`src/rtl/cpu_pkg.sv`:
```
// Shared definitions for the five-way demultiplexing buffer: state encoding,
// destination count and the select type.
package cpu_pkg;

    localparam int NUM_DEST = 5;

    typedef logic [2:0] sel_t;

    typedef enum logic [1:0] {
        ST_EMPTY = 2'd0,
        ST_ONE   = 2'd1,
        ST_FULL  = 2'd2
    } state_t;

endpackage

```
`src/rtl/sel_dec5.sv`:
```
// Decodes a 3-bit destination select into a 5-bit one-hot vector and flags
// selects 5-7, which address no destination.
module sel_dec5
    import cpu_pkg::*;
(
    input  logic [2:0]          i_sel,
    output logic [NUM_DEST-1:0] o_onehot,
    output logic                o_illegal
);

    generate
        for (genvar gi = 0; gi < NUM_DEST; gi++) begin : g_dec
            assign o_onehot[gi] = (i_sel == 3'(gi));
        end
    endgenerate

    assign o_illegal = (i_sel >= 3'(NUM_DEST));

endmodule

```
`src/rtl/demux5_buf.sv`:
```
// Two-entry (head + skid) buffer that routes each word to one of five
// destinations in arrival order. Define DEMUX5_ERR_EN to add err/err_cnt.
module demux5_buf
    import cpu_pkg::*;
#(
    parameter int WIDTH = 16
) (
    input  logic             clk,
    input  logic             rst_n,
    input  logic [WIDTH-1:0] in_data,
    input  logic [2:0]       in_sel,
    input  logic             in_valid,
    output logic             in_ready,
    output logic [WIDTH-1:0] out_data,
    output logic [4:0]       out_valid,
    input  logic [4:0]       out_ready
`ifdef DEMUX5_ERR_EN
    ,
    output logic             err,
    output logic [7:0]       err_cnt
`endif
);

    state_t             r_state;
    logic               r_in_ready;
    logic [WIDTH-1:0]   r_head_data;
    logic [4:0]         r_head_oh;
    logic [WIDTH-1:0]   r_skid_data;
    logic [4:0]         r_skid_oh;

    logic [4:0]         w_sel_oh;
    logic               w_illegal;
    logic               w_push;
    logic               w_lpush;
    logic               w_pop;

    state_t             w_state_next;
    logic [WIDTH-1:0]   w_head_data_next;
    logic [4:0]         w_head_oh_next;
    logic [WIDTH-1:0]   w_skid_data_next;
    logic [4:0]         w_skid_oh_next;

    sel_dec5 u_sel_dec5 (
        .i_sel     (in_sel),
        .o_onehot  (w_sel_oh),
        .o_illegal (w_illegal)
    );

    assign w_push  = in_valid & r_in_ready;
    assign w_lpush = w_push & ~w_illegal;
    // Only the destination the head is addressed to can complete a pop.
    assign w_pop   = |(r_head_oh & out_ready);

    always_comb begin
        w_state_next     = r_state;
        w_head_data_next = r_head_data;
        w_head_oh_next   = r_head_oh;
        w_skid_data_next = r_skid_data;
        w_skid_oh_next   = r_skid_oh;
        case (r_state)
            ST_EMPTY: begin
                if (w_lpush) begin
                    w_state_next     = ST_ONE;
                    w_head_data_next = in_data;
                    w_head_oh_next   = w_sel_oh;
                end
            end
            ST_ONE: begin
                if (w_lpush && w_pop) begin
                    w_head_data_next = in_data;
                    w_head_oh_next   = w_sel_oh;
                end else if (w_lpush) begin
                    w_state_next     = ST_FULL;
                    w_skid_data_next = in_data;
                    w_skid_oh_next   = w_sel_oh;
                end else if (w_pop) begin
                    w_state_next     = ST_EMPTY;
                    w_head_data_next = '0;
                    w_head_oh_next   = '0;
                end
            end
            ST_FULL: begin
                if (w_pop) begin
                    w_state_next     = ST_ONE;
                    w_head_data_next = r_skid_data;
                    w_head_oh_next   = r_skid_oh;
                    w_skid_data_next = '0;
                    w_skid_oh_next   = '0;
                end
            end
            default: begin
                w_state_next     = ST_EMPTY;
                w_head_data_next = '0;
                w_head_oh_next   = '0;
                w_skid_data_next = '0;
                w_skid_oh_next   = '0;
            end
        endcase
    end

    // in_ready is a registered decode of the next state, never a path from out_ready.
    always_ff @(posedge clk or negedge rst_n) begin
        if (!rst_n) begin
            r_state     <= ST_EMPTY;
            r_in_ready  <= 1'b0;
            r_head_data <= '0;
            r_head_oh   <= '0;
            r_skid_data <= '0;
            r_skid_oh   <= '0;
        end else begin
            r_state     <= w_state_next;
            r_in_ready  <= (w_state_next != ST_FULL);
            r_head_data <= w_head_data_next;
            r_head_oh   <= w_head_oh_next;
            r_skid_data <= w_skid_data_next;
            r_skid_oh   <= w_skid_oh_next;
        end
    end

    assign in_ready  = r_in_ready;
    assign out_data  = r_head_data;
    assign out_valid = r_head_oh;

`ifdef DEMUX5_ERR_EN
    logic       r_err;
    logic [7:0] r_err_cnt;
    logic       w_ipush;

    assign w_ipush = w_push & w_illegal;

    always_ff @(posedge clk or negedge rst_n) begin
        if (!rst_n) begin
            r_err     <= 1'b0;
            r_err_cnt <= 8'd0;
        end else begin
            r_err <= w_ipush;
            if (w_ipush && (r_err_cnt != 8'hFF)) begin
                r_err_cnt <= r_err_cnt + 8'd1;
            end
        end
    end

    assign err     = r_err;
    assign err_cnt = r_err_cnt;
`endif

endmodule

```
`config.mk`:
```
export PLATFORM = sky130hd
export DESIGN_NAME = demux5_buf
export DESIGN_NICKNAME = d
export VERILOG_FILES = /design/src/rtl/cpu_pkg.sv /design/src/rtl/sel_dec5.sv /design/src/rtl/demux5_buf.sv
export SDC_FILE = /design/constraint.sdc
export NUM_CORES = 1
export LEC_CHECK = 0
export CORE_ASPECT_RATIO = 0.75
export CORE_UTILIZATION = 33
export CTS_BUF_LIST = sky130_fd_sc_hd__clkbuf_16
export DETAILED_ROUTE_END_ITERATION = 12
export GPL_TIMING_DRIVEN = 0
export PLACE_DENSITY = 0.63
export REMOVE_ABC_BUFFERS = 1
export SLEW_MARGIN = 20
export SYNTH_ARGS = -nofsm -noshare
export SYNTH_HDL_FRONTEND = slang
export SYNTH_HIERARCHICAL = 1
export SYNTH_SLANG_ARGS = --single-unit
```
`constraint.sdc`:
```
create_clock -name clk -period 1.6 [get_ports clk]
set_input_delay 0.4 -clock clk [delete_from_list [all_inputs] [get_ports clk]]
set_output_delay 0.4 -clock clk [all_outputs]
set_load 0.02 [all_outputs]
```
# == Word-level counts from Yosys, hierarchy flattened ==
# Cells that the tools add are included.
# totals
inputBits,27
out_inout_bits,22
word_cells,53
ff_bits,45
# op_classes
bitwise_logic,5
reduce_logical,6
magnitude_cmp,1
muxes,22
n_eq_ne,13
# op_table
cell,count
16-bit two-way mux,6
16-bit one-hot mux with 3 select lines,2
5-bit two-way mux,6
5-bit one-hot mux with 3 select lines,2
2-bit two-way mux,5
"2-bit inequality test, second input constant",5
4-bit AND reduction,2
"3-bit by 2-bit equality test with 1-bit output, second input constant",2
"3-bit inequality test, second input constant",2
2-bit one-hot mux with 3 select lines,1
5-bit bitwise AND,1
5-bit OR reduction,1
"3-bit by 1-bit equality test with 1-bit output, second input constant",1
"3-bit equality test, second input constant",1
"3-bit greater-or-equal comparator, second input constant",1
3-bit logical NOT,1
1-bit bitwise AND,2
"2-bit by 1-bit equality test with 1-bit output, second input constant",1
"2-bit equality test, second input constant",1
2-bit logical NOT,1
1-bit NOT,2
1-bit logical AND,1

# == Depth between registers and ports, before layout ==
# logic_depth
depth_word,7
mapped_depth,6
ltp_nobuf,5

# == Hierarchy ==
# The synthesis kept the hierarchy.
# modules_own_cells
mod,cells_each,seq_area_each_um2,area_per_inst_um2,n_inst
demux5_buf,190,1126.1,2147.1,1
sel_dec5,6,0.0,45.0,1

# == Worst setup path before layout ==
# Ideal clock, no wire load.
# synth_path
kind,register to register
start,"register r_head_oh[1], in the netlist out_valid[1]"
end,register r_skid_oh[3]
setup_slack_ns,-0.261
setup_time_ns,0.121
period_less_slack_ns,1.861
path_buffers,1
t_arrival_ns,1.740
required_time_ns,1.479
path_stages_with_launch,6
path_cell_list,dfrtp_1 a222oi_1 and3_1 o22ai_2 buf_4 a22o_1
# synth_via
elab_chain_len,5
elab_cells_between_ends,6
cone_classes,eq/ne: 2; bitwise: 1; reduce/logical: 3
# synth_rtl
element,line,rtl
start: declaration,demux5_buf.sv:27,logic [4:0] r_head_oh;
start signal: assignment,demux5_buf.sv:114,r_head_oh <= w_head_oh_next;
5-bit bitwise AND *,demux5_buf.sv:52,assign w_pop = |(r_head_oh & out_ready);
5-bit OR reduction *,demux5_buf.sv:52,
1-bit logical AND,demux5_buf.sv:69,if (w_lpush && w_pop) begin
2-bit inequality test (no source line),-,
4-bit AND reduction (no source line) *,-,
end signal: assignment,demux5_buf.sv:116,r_skid_oh <= w_skid_oh_next;
end: declaration,demux5_buf.sv:29,logic [4:0] r_skid_oh;
# Mark *: on every way between the ends. The rest lies on a longest branch, timed or not.
# A chain may end at the register's enable or synchronous reset.

# == Worst setup path after layout ==
# layout_path
start,"register r_head_oh[1], in the netlist out_valid[1]"
end,register r_skid_data[4]
# layout_via
elab_chain_len,5
elab_cells_between_ends,6
cone_classes,eq/ne: 2; bitwise: 1; reduce/logical: 3
# layout_rtl
element,line,rtl
5-bit bitwise AND *,demux5_buf.sv:52,
5-bit OR reduction *,demux5_buf.sv:52,
1-bit logical AND,demux5_buf.sv:69,
2-bit inequality test (no source line),-,
4-bit AND reduction (no source line) *,-,
end signal: assignment,demux5_buf.sv:115,r_skid_data <= w_skid_data_next;
end: declaration,demux5_buf.sv:28,logic [WIDTH-1:0] r_skid_data;
# Marked as above.

==> metrics.cfg <==
[worst_setup_path]
reg2reg_from = out_valid[1]$_DFFE_PN0P_
crit_buf_inv = 4
critPathCaptureType = register
required_ns = 1.77
crit_top_cell = buf_6
crit_family = compound AO/OA/AOI/OAI gates
crit_path_start_kind = register
path_max_fanout = 4
arrival_ns = 2.11
cp_cell_sequence = a222oi_1, buf_4, buf_6, and3_4, buf_6, o22ai_4, buf_6, a22o_1
cp-startpoint = out_valid[1]$_DFFE_PN0P_
crit_path_top_delay_cell = a222oi_1
crit_type = register to register
slowest_delay_ns = 0.40

[logic_synthesis]
ys_ff_latch = 45
yosys-top-cells-area = dfrtp_1 51%, mux2i_1 9.6%, a22o_1 8.4%
synthFlopType = dfrtp_1
yosysTopAreaCell = dfrtp_1
netlist_area_sq_um = 2190
seq_area_frac_synth_pct = 51.4
netlist-cell-type-count = 30
synthDominantCellAreaShare_pct = 51.4
synthArstFlopShare_pct = 100
synth_most_common_cell = dfrtp_1
syn_area_per_cell_sq_um = 11.2
synth_warnings = 6
synth_enable_flop_cells = 0
synthCells = 196
synth_common_cells = 45 x dfrtp_1, 24 x nor2_1, 22 x a21oi_1

[clock_tree]
cts_tree = built
cts_sinks = 45
path_clk_slew_ns = 0.07
clock-root-buffer = clkbuf_16
clock_latency_ns = 0.29
htree_levels = 2
cts_made_buffers = 5
clock_path_buffers = 2

[run]
drv_cap = 0

[timing]
period_needed_ns = 1.94
period_share_pct = 121
finClkSkew_ns = 0.00895
slew_headroom_pct = 66.0
grt_setup_unrepaired = true
hold_violations = 0
slew_violations = 0
fin_ws_ns = -0.340
finalSetupViolCount = 43
timing.fmax_mhz = 515
tightest_slew_ns = 0.511

[placed_design]
place_ws_ns = -1.61
portBuffers = 48
dp_cells = 314
dp_hpwl_mm = 3.34
place_congestion = 0.705

[detailed_routing]
drt_iter0_drc = 86
dr.pass1.iters = 4
route.detailed.drc = 0
drt-wirelength-per-cell_um = 19.6
viasPerCell = 5.59
vias = 1947
antenna_left = 0
routed_wl_mm = 6.83

[run_status]
violations = negative setup slack
status = finished with violations

[grt]
gr-total-overflow = 0
grt_pass1_wl_mm = 10.1
first_global_vias = 1919
grt_usage_pct = 19.5
antenna_found_initial = 0
grt_start_max_net_pins = 31

[floorplan]
die_w_um = 96.1
ios = 49
die_area_sq_um = 6980
die_y_um = 72.6
start_util_pct = 34.5
coreArea_sq_um = 6350
rows = 25

[power]
seqPwrFrac_pct = 50.0
finalPower_w = 0.00227
clockPowerShare_pct = 44.7
power.leakage_nw = 1.70
irDropWorstVdd_mv = 0.506
p_sw_w = 0.000500
power_per_cell_area_nw_per_um2 = 667
pwr-share-comb_pct = 5.3
p_int_w = 0.00177
switching_share_pct = 22.0

[worst_hold_path]
hold_path_class = input port to asynchronous set/reset pin

[cells_and_area]
area_growth_pct = 55.5
instances_no_fill = 348
final_net_count = 293
drive_above_1_share_pct = 27.3
diodes = 0

## layout make-up
type                       instances  area [sq um]
fill                             551          2940
multi-input combinational        135          1200
sequential                        45          1130
timing repair buffer              78           827
clock buffer                       5           125
tap                               81           101
clock inverter                     3          17.5
inverter                           1          3.75
## kinds of logic (layout without fill, tap and decap cells)
kind of cell / after synthesis / after routing / share of synthesized area [%]
muxes: 21 / 21 / 9.59
DFF: 45 / 45 / 51.4
AOI/OAI and AO/OA: 74 / 75 / 25.9
buffers and inverters: 17 / 87 / 4.28
and+or+nand+nor: 39 / 39 / 8.85
## metrics by stage
| step | setup TNS [ns] | utilization [%] | instance area, sq um | hold slack (ns) |
|---|---|---|---|---|
| final | -12.21 | 53.7 | 3410 | 0.0811 |
| after floorplan | -41.71 | - | 2100 | 0.104 |
| after detailed placement | -59.34 | 43.9 | 2790 | 0.402 |
| after global placement | -139.62 | 42.3 | 2680 | 0.481 |
| after global routing | -15.22 | 53.7 | 3410 | 0.114 |
| after CTS | -8.37 | 50.6 | 3220 | 0.102 |
## timing repair
action | CTS | global route
gates resized for setup | 48 | 26
hold buffers | 0 | 0
cloned | 3 | 1
pin swaps | 31 | 5
setup buffers | 19 | 3
setup endpoints to repair | 67 | 43
hold endpoints to repair | 0 | 0
## path summary, 6_finish.rpt
kind | end | slack (ns) | cells after the start
setup / recovery | r_skid_data[4]$_DFFE_PN0P_ | -0.34 | 8
min in group clk | out_data[0]$_DFFE_PN0P_ | 0.49 | 1
max in group asynchronous | r_state[0]$_DFF_PN0_ | 0.99 | 2
setup reg to reg | r_skid_data[4]$_DFFE_PN0P_ | -0.34 | 8
hold / removal | out_data[6]$_DFFE_PN0P_ | 0.08 | 1
hold reg to reg | out_data[0]$_DFFE_PN0P_ | 0.49 | 1
## power groups by stage
stage	Combinational [W]	Sequential [W]	Clock, W
floorplan	0.0000112	0.00116	0
global placement	0.000117	0.00116	0
detailed placement	0.000122	0.00116	0
CTS	0.000120	0.00114	0.00102
global route	0.000128	0.00114	0.00107
finish	0.000120	0.00114	0.00102
## routing by layer
metal	up-vias	share of wire [%]	GRT usage, %
li1	886	-	-
met1	981	46	27.1
met2	67	47	30.9
met3	13	5.3	4.58
met4	0	1.7	4.81
met5	-	0	0
## sequential cells by signal (all words and copies together), names as in the netlist
signal,flops
r_skid_data,16
out_data,16
r_state,2
in_ready,1
out_valid,5
r_skid_oh,5
## cells in the final DEF, fill, tap and decap left out, drive strengths merged, types with 3 or more instances in the layout
cell type	netlist	layout
o2bb2ai	21	21
a21oi	22	22
clkdlybuf4s50	0	19
clkbuf	6	7
mux2i	21	21
o22ai	2	3
buf	10	29
nor2	24	24
a22o	21	21
dfrtp	45	45
dlygate4sd2	0	28
nor3b	3	3
## worst register-to-register path: cells and delay by family, from the launching register on
family                 cells  cell delay, ns
flip-flops                 1            0.39
buffers and inverters      4            0.54
AO/OA/AOI/OAI              3            0.70
AND/OR/NAND/NOR            1            0.19
Note: power is estimated with default switching activity, not from simulation.
